### src/rtl/decode_cycle_stage_pkg.sv
// Shared field positions, widths and opcode constants for the decode stage.
// Used by decode_cycle_stage and decode_regfile.
package decode_cycle_stage_pkg;

    localparam int DATA_W     = 16;
    localparam int REG_ADDR_W = 4;

    localparam int RS2_MSB = 15;
    localparam int RS1_MSB = 11;
    localparam int RD_MSB  = 7;
    localparam int OP_MSB  = 3;

    localparam logic [3:0] OP_RTYPE = 4'h0;

    typedef enum logic [0:0] {
        FMT_R = 1'b0,
        FMT_I = 1'b1
    } fmt_t;

    // Every opcode other than the R-type code decodes as I-type.
    function automatic fmt_t decode_fmt(input logic [3:0] op);
        return (op == OP_RTYPE) ? FMT_R : FMT_I;
    endfunction

endpackage

### src/rtl/decode_regfile.sv
// Register file for the decode stage: two combinational read ports, one write
// port, reset reloads entry i with value i, entry 0 reads as zero.
module decode_regfile #(
    parameter int DATA_W   = 16,
    parameter int NUM_REGS = 16
) (
    input  logic              clk,
    input  logic              rst,
    input  logic              we,
    input  logic [3:0]        waddr,
    input  logic [DATA_W-1:0] wdata,
    input  logic [3:0]        raddr1,
    input  logic [3:0]        raddr2,
    output logic [DATA_W-1:0] rdata1,
    output logic [DATA_W-1:0] rdata2
);

    logic [DATA_W-1:0] regs [NUM_REGS];

    always_ff @(posedge clk) begin
        if (!rst) begin
            for (int i = 0; i < NUM_REGS; i++) begin
                regs[i] <= DATA_W'(i);
            end
        end else if (we && (waddr != 4'h0)) begin
            regs[waddr] <= wdata;
        end
    end

    // Entry 0 is masked on read so its stored contents never matter.
    assign rdata1 = (raddr1 == 4'h0) ? '0 : regs[raddr1];
    assign rdata2 = (raddr2 == 4'h0) ? '0 : regs[raddr2];

endmodule

### src/rtl/decode_cycle_stage.sv
// Instruction-decode stage: field split, immediate generation, operand read and
// pipeline registers. Define DECODE_WRITE_BYPASS_EN to forward same-cycle writes.
module decode_cycle_stage #(
    parameter int DATA_W   = 16,
    parameter int NUM_REGS = 16
) (
    input  logic              clk,
    input  logic              rst,
    input  logic [DATA_W-1:0] ir,
    input  logic [DATA_W-1:0] pc,
    input  logic [DATA_W-1:0] writedata,
    input  logic              regwrite,
    output logic [DATA_W-1:0] pcout,
    output logic [DATA_W-1:0] a,
    output logic [DATA_W-1:0] b,
    output logic [3:0]        rdout,
    output logic [DATA_W-1:0] imm
);

    import decode_cycle_stage_pkg::*;

    logic [REG_ADDR_W-1:0] rs2;
    logic [REG_ADDR_W-1:0] rs1;
    logic [REG_ADDR_W-1:0] rd;
    logic [3:0]            op;
    logic [DATA_W-1:0]     rdata1;
    logic [DATA_W-1:0]     rdata2;
    logic [DATA_W-1:0]     anext;
    logic [DATA_W-1:0]     bnext;
    logic [DATA_W-1:0]     immnext;

    assign rs2 = ir[RS2_MSB -: REG_ADDR_W];
    assign rs1 = ir[RS1_MSB -: REG_ADDR_W];
    assign rd  = ir[RD_MSB  -: REG_ADDR_W];
    assign op  = ir[OP_MSB  -: 4];

    decode_regfile #(
        .DATA_W   (DATA_W),
        .NUM_REGS (NUM_REGS)
    ) u_regfile (
        .clk    (clk),
        .rst    (rst),
        .we     (regwrite),
        .waddr  (rd),
        .wdata  (writedata),
        .raddr1 (rs1),
        .raddr2 (rs2),
        .rdata1 (rdata1),
        .rdata2 (rdata2)
    );

    always_comb begin
        immnext = '0;
        if (decode_fmt(op) == FMT_I) begin
            immnext = {{(DATA_W-8){ir[15]}}, ir[15:8]};
        end
    end

`ifdef DECODE_WRITE_BYPASS_EN
    // Forward the in-flight write so execute sees the newest value.
    always_comb begin
        anext = rdata1;
        bnext = rdata2;
        if (regwrite && (rd != 4'h0) && (rd == rs1)) begin
            anext = writedata;
        end
        if (regwrite && (rd != 4'h0) && (rd == rs2)) begin
            bnext = writedata;
        end
    end
`else
    always_comb begin
        anext = rdata1;
        bnext = rdata2;
    end
`endif

    always_ff @(posedge clk) begin
        if (!rst) begin
            pcout <= '0;
            a     <= '0;
            b     <= '0;
            rdout <= '0;
            imm   <= '0;
        end else begin
            pcout <= pc;
            a     <= anext;
            b     <= bnext;
            rdout <= rd;
            imm   <= immnext;
        end
    end

endmodule

### config.mk
export PLATFORM = sky130hd
export DESIGN_NAME = decode_cycle_stage
export DESIGN_NICKNAME = d
export VERILOG_FILES = /design/src/rtl/decode_cycle_stage_pkg.sv /design/src/rtl/decode_regfile.sv /design/src/rtl/decode_cycle_stage.sv
export SDC_FILE = /design/constraint.sdc
export NUM_CORES = 1
export LEC_CHECK = 0
export BUFFER_PORTS_ARGS = -buffer_cell sky130_fd_sc_hd__buf_4
export CORE_ASPECT_RATIO = 0.75
export CORE_MARGIN = 5
export CORE_UTILIZATION = 30
export DETAILED_ROUTE_END_ITERATION = 8
export SYNTH_ARGS = -nofsm -noshare
export SYNTH_HDL_FRONTEND = slang
export SYNTH_SLANG_ARGS = --single-unit
### constraint.sdc
create_clock -name clk -period 3.02 [get_ports clk]
set_input_delay 0.302 -clock clk [delete_from_list [all_inputs] [get_ports clk]]
set_output_delay 0.302 -clock clk [all_outputs]
set_load 0.01 [all_outputs]
==> impl_metrics.json <==
{
  "status": "finished, final reports clean",
  "ys_async_sr_fraction_pct": 0,
  "netlist.area_leader.share_pct": 49.0,
  "path_class": "in2reg",
  "fin_worst_skew_ns": 0.0114,
  "grt_pass1_vias": 10331,
  "grt_max_degree": 43,
  "die_w_um": 266,
  "viasPerCell": 5.23,
  "endpoint_kind": "register",
  "syn_nets": 1231,
  "yosysMostFrequentCell": "edfxtp_1",
  "cts_tree": "yes",
  "insertion_delay_ns": 0.58,
  "initial_core_util_pct": 30.3,
  "synth_common_cells": "240 x edfxtp_1, 237 x and2_1, 203 x mux2i_1",
  "place_ws_ns": 0.846,
  "clkSlewWorstSetupHoldPaths_ns": 0.06,
  "rsz0062_at_grt": "false",
  "synth_ff_type": "edfxtp_1",
  "crit_arrival_ns": 2.08,
  "htreeDepth": 1,
  "nets": 1346,
  "cts_root_buf": "clkbuf_16",
  "hpwl_um": 30200,
  "cts_buffer_depth": 3,
  "slew_headroom_pct": 36.2,
  "nFillCells": 4681,
  "synth_top_area_cell": "edfxtp_1",
  "routabilityCongestion": 0.821,
  "setup_violations": 0,
  "drive_gt1_share_pct": 19.8,
  "cp-start-kind": "input pin",
  "grt_usage_pct": 16.6,
  "post_dp_cell_area_mm2": 0.0164,
  "overflow": 0,
  "timing.final.crit_period_ns": 1.63,
  "worst_pin_slew_ns": 0.957,
  "power_density_mw_per_mm2": 566,
  "core_mm2": 0.0486,
  "post-route-worst-setup-slack_ns": 1.39,
  "synthTopCellsByArea": "edfxtp_1 49%, mux2i_1 14%, and2_1 10%",
  "vias": 10287,
  "antenna_found_initial": 3,
  "final_util_pct": 36.2,
  "die_h_um": 202,
  "synth_cells": 1180,
  "ir_worst_vdd_mv": 0.468,
  "routedWlPerCell_um": 23.5,
  "rows": 70,
  "tns_ns": 0,
  "io-pin-count": 119,
  "synth_warnings": 0,
  "ys_ff_latch": 300,
  "dr.pass1.iters": 5,
  "hold_class": "in2reg",
  "worstPathRequired_ns": 3.47,
  "seq_area_frac_synth_pct": 57.1,
  "synth_cell_types": 33,
  "syn_area_per_cell_um2": 12.5,
  "numCtsBuffers": 30,
  "post-route-period-util_pct": 54.0,
  "grt_first_pass_wirelength_um": 67400,
  "drv_cap": 0,
  "synth_edf_count": 240,
  "drt_iter0_drc": 1274,
  "max_freq_mhz": 613,
  "drv_slew": 0,
  "syn_to_final_growth_pct": 19.5,
  "p_leak_nw": 6.86,
  "drt-total-wl_um": 46300,
  "antenna_left": 0,
  "finalHoldViolCount": 0,
  "final_cell_area_mm2": 0.0176,
  "clock_sinks": 300,
  "die_area_mm2": 0.0536,
  "netlist_area_mm2": 0.0147,
  "drc_errors": 0,
  "worstPathMaxFanout": 16,
  "port_buffers": 118
}
layer usage:
metal,global-route usage [%],part of all wire (%),vias to the layer above
li1,-,-,4587
met1,24.7,46,5120
met2,24.0,42,493
met3,4.36,9.8,85
met4,4.08,2.4,2
met5,0,0.017,-
metrics by stage:
| stage | hold WS (ns) | std cells | power (W) |
|---|---|---|---|
| after floorplan | 0.424 | 1180 | 0.00555 |
| after global placement | 0.510 | 1893 | 0.00606 |
| final | 0.0461 | 1968 | 0.00995 |
| after detailed placement | 0.512 | 1893 | 0.00609 |
| after CTS | 0.0331 | 1967 | 0.00999 |
| after global routing | 0.0540 | 1967 | 0.0103 |
registers in the layout, summed over array words and instances, names as in the netlist:
name and flops:
u_regfile.regs 240, a 16, b 16, pcout 16, imm 8, rdout 4
placed cells by master, fill, tap and decap left out, types with 18 or more instances in the layout:
cell type / synthesis / routed
edfxtp_1: 240 / 240
mux2i_1: 203 / 203
and2_1: 237 / 237
dlygate4sd3_1: 0 / 18
buf_4: 21 / 170
nor2_1: 27 / 27
nand2_1: 34 / 34
a22oi_1: 60 / 60
clkbuf_16: 0 / 33
dfxtp_1: 60 / 60
o22ai_1: 60 / 60
or3_1: 24 / 24
nand2b_1: 21 / 21
critical path, cell delays in order:
cell and delay [ns]:
dlygate4sd3_1 0.54, buf_4 0.16, nand2b_1 0.59, o22ai_1 0.48
what timing repair did:
action	CTS	global route
hold buffers	18	0
resized for setup	0	0
hold endpoints to repair	18	0
buffers inserted	0	0
kinds of logic after synthesis:
logic type | Yosys count | synth area share (%)
flops | 300 | 57.1
compound gates | 182 | 8.40
buf+inv | 112 | 3.70
simple gates | 364 | 15.2
mux | 222 | 15.6
where the power goes:
part           switching (W)  internal (W)
clock                0.00164       0.00227
sequential          0.000152       0.00471
combinational       0.000699      0.000476
final cells by class:
class	instances	area, um2	area share (%)
multi-input cells	768	5810	33.0
flip-flops and latches	300	8410	47.8
repair buffers	192	1530	8.68
diodes	1	2.50	0.0142
clock buffers	50	970	5.51
clock inverters	6	58.8	0.334
well taps	648	811	4.61
inverters	3	11.3	0.0640
final timing paths:
check	end	slack [ns]	cells past startpoint	from
setup / recovery	b[2]	1.39	4	ir[15]
hold / removal	imm[5]	0.05	3	ir[2]
setup reg to reg	b[11]	1.53	3	u_regfile.regs[7][11]
hold reg to reg	b[14]	0.62	2	u_regfile.regs[2][14]
Power figures use the tool's default switching activity.
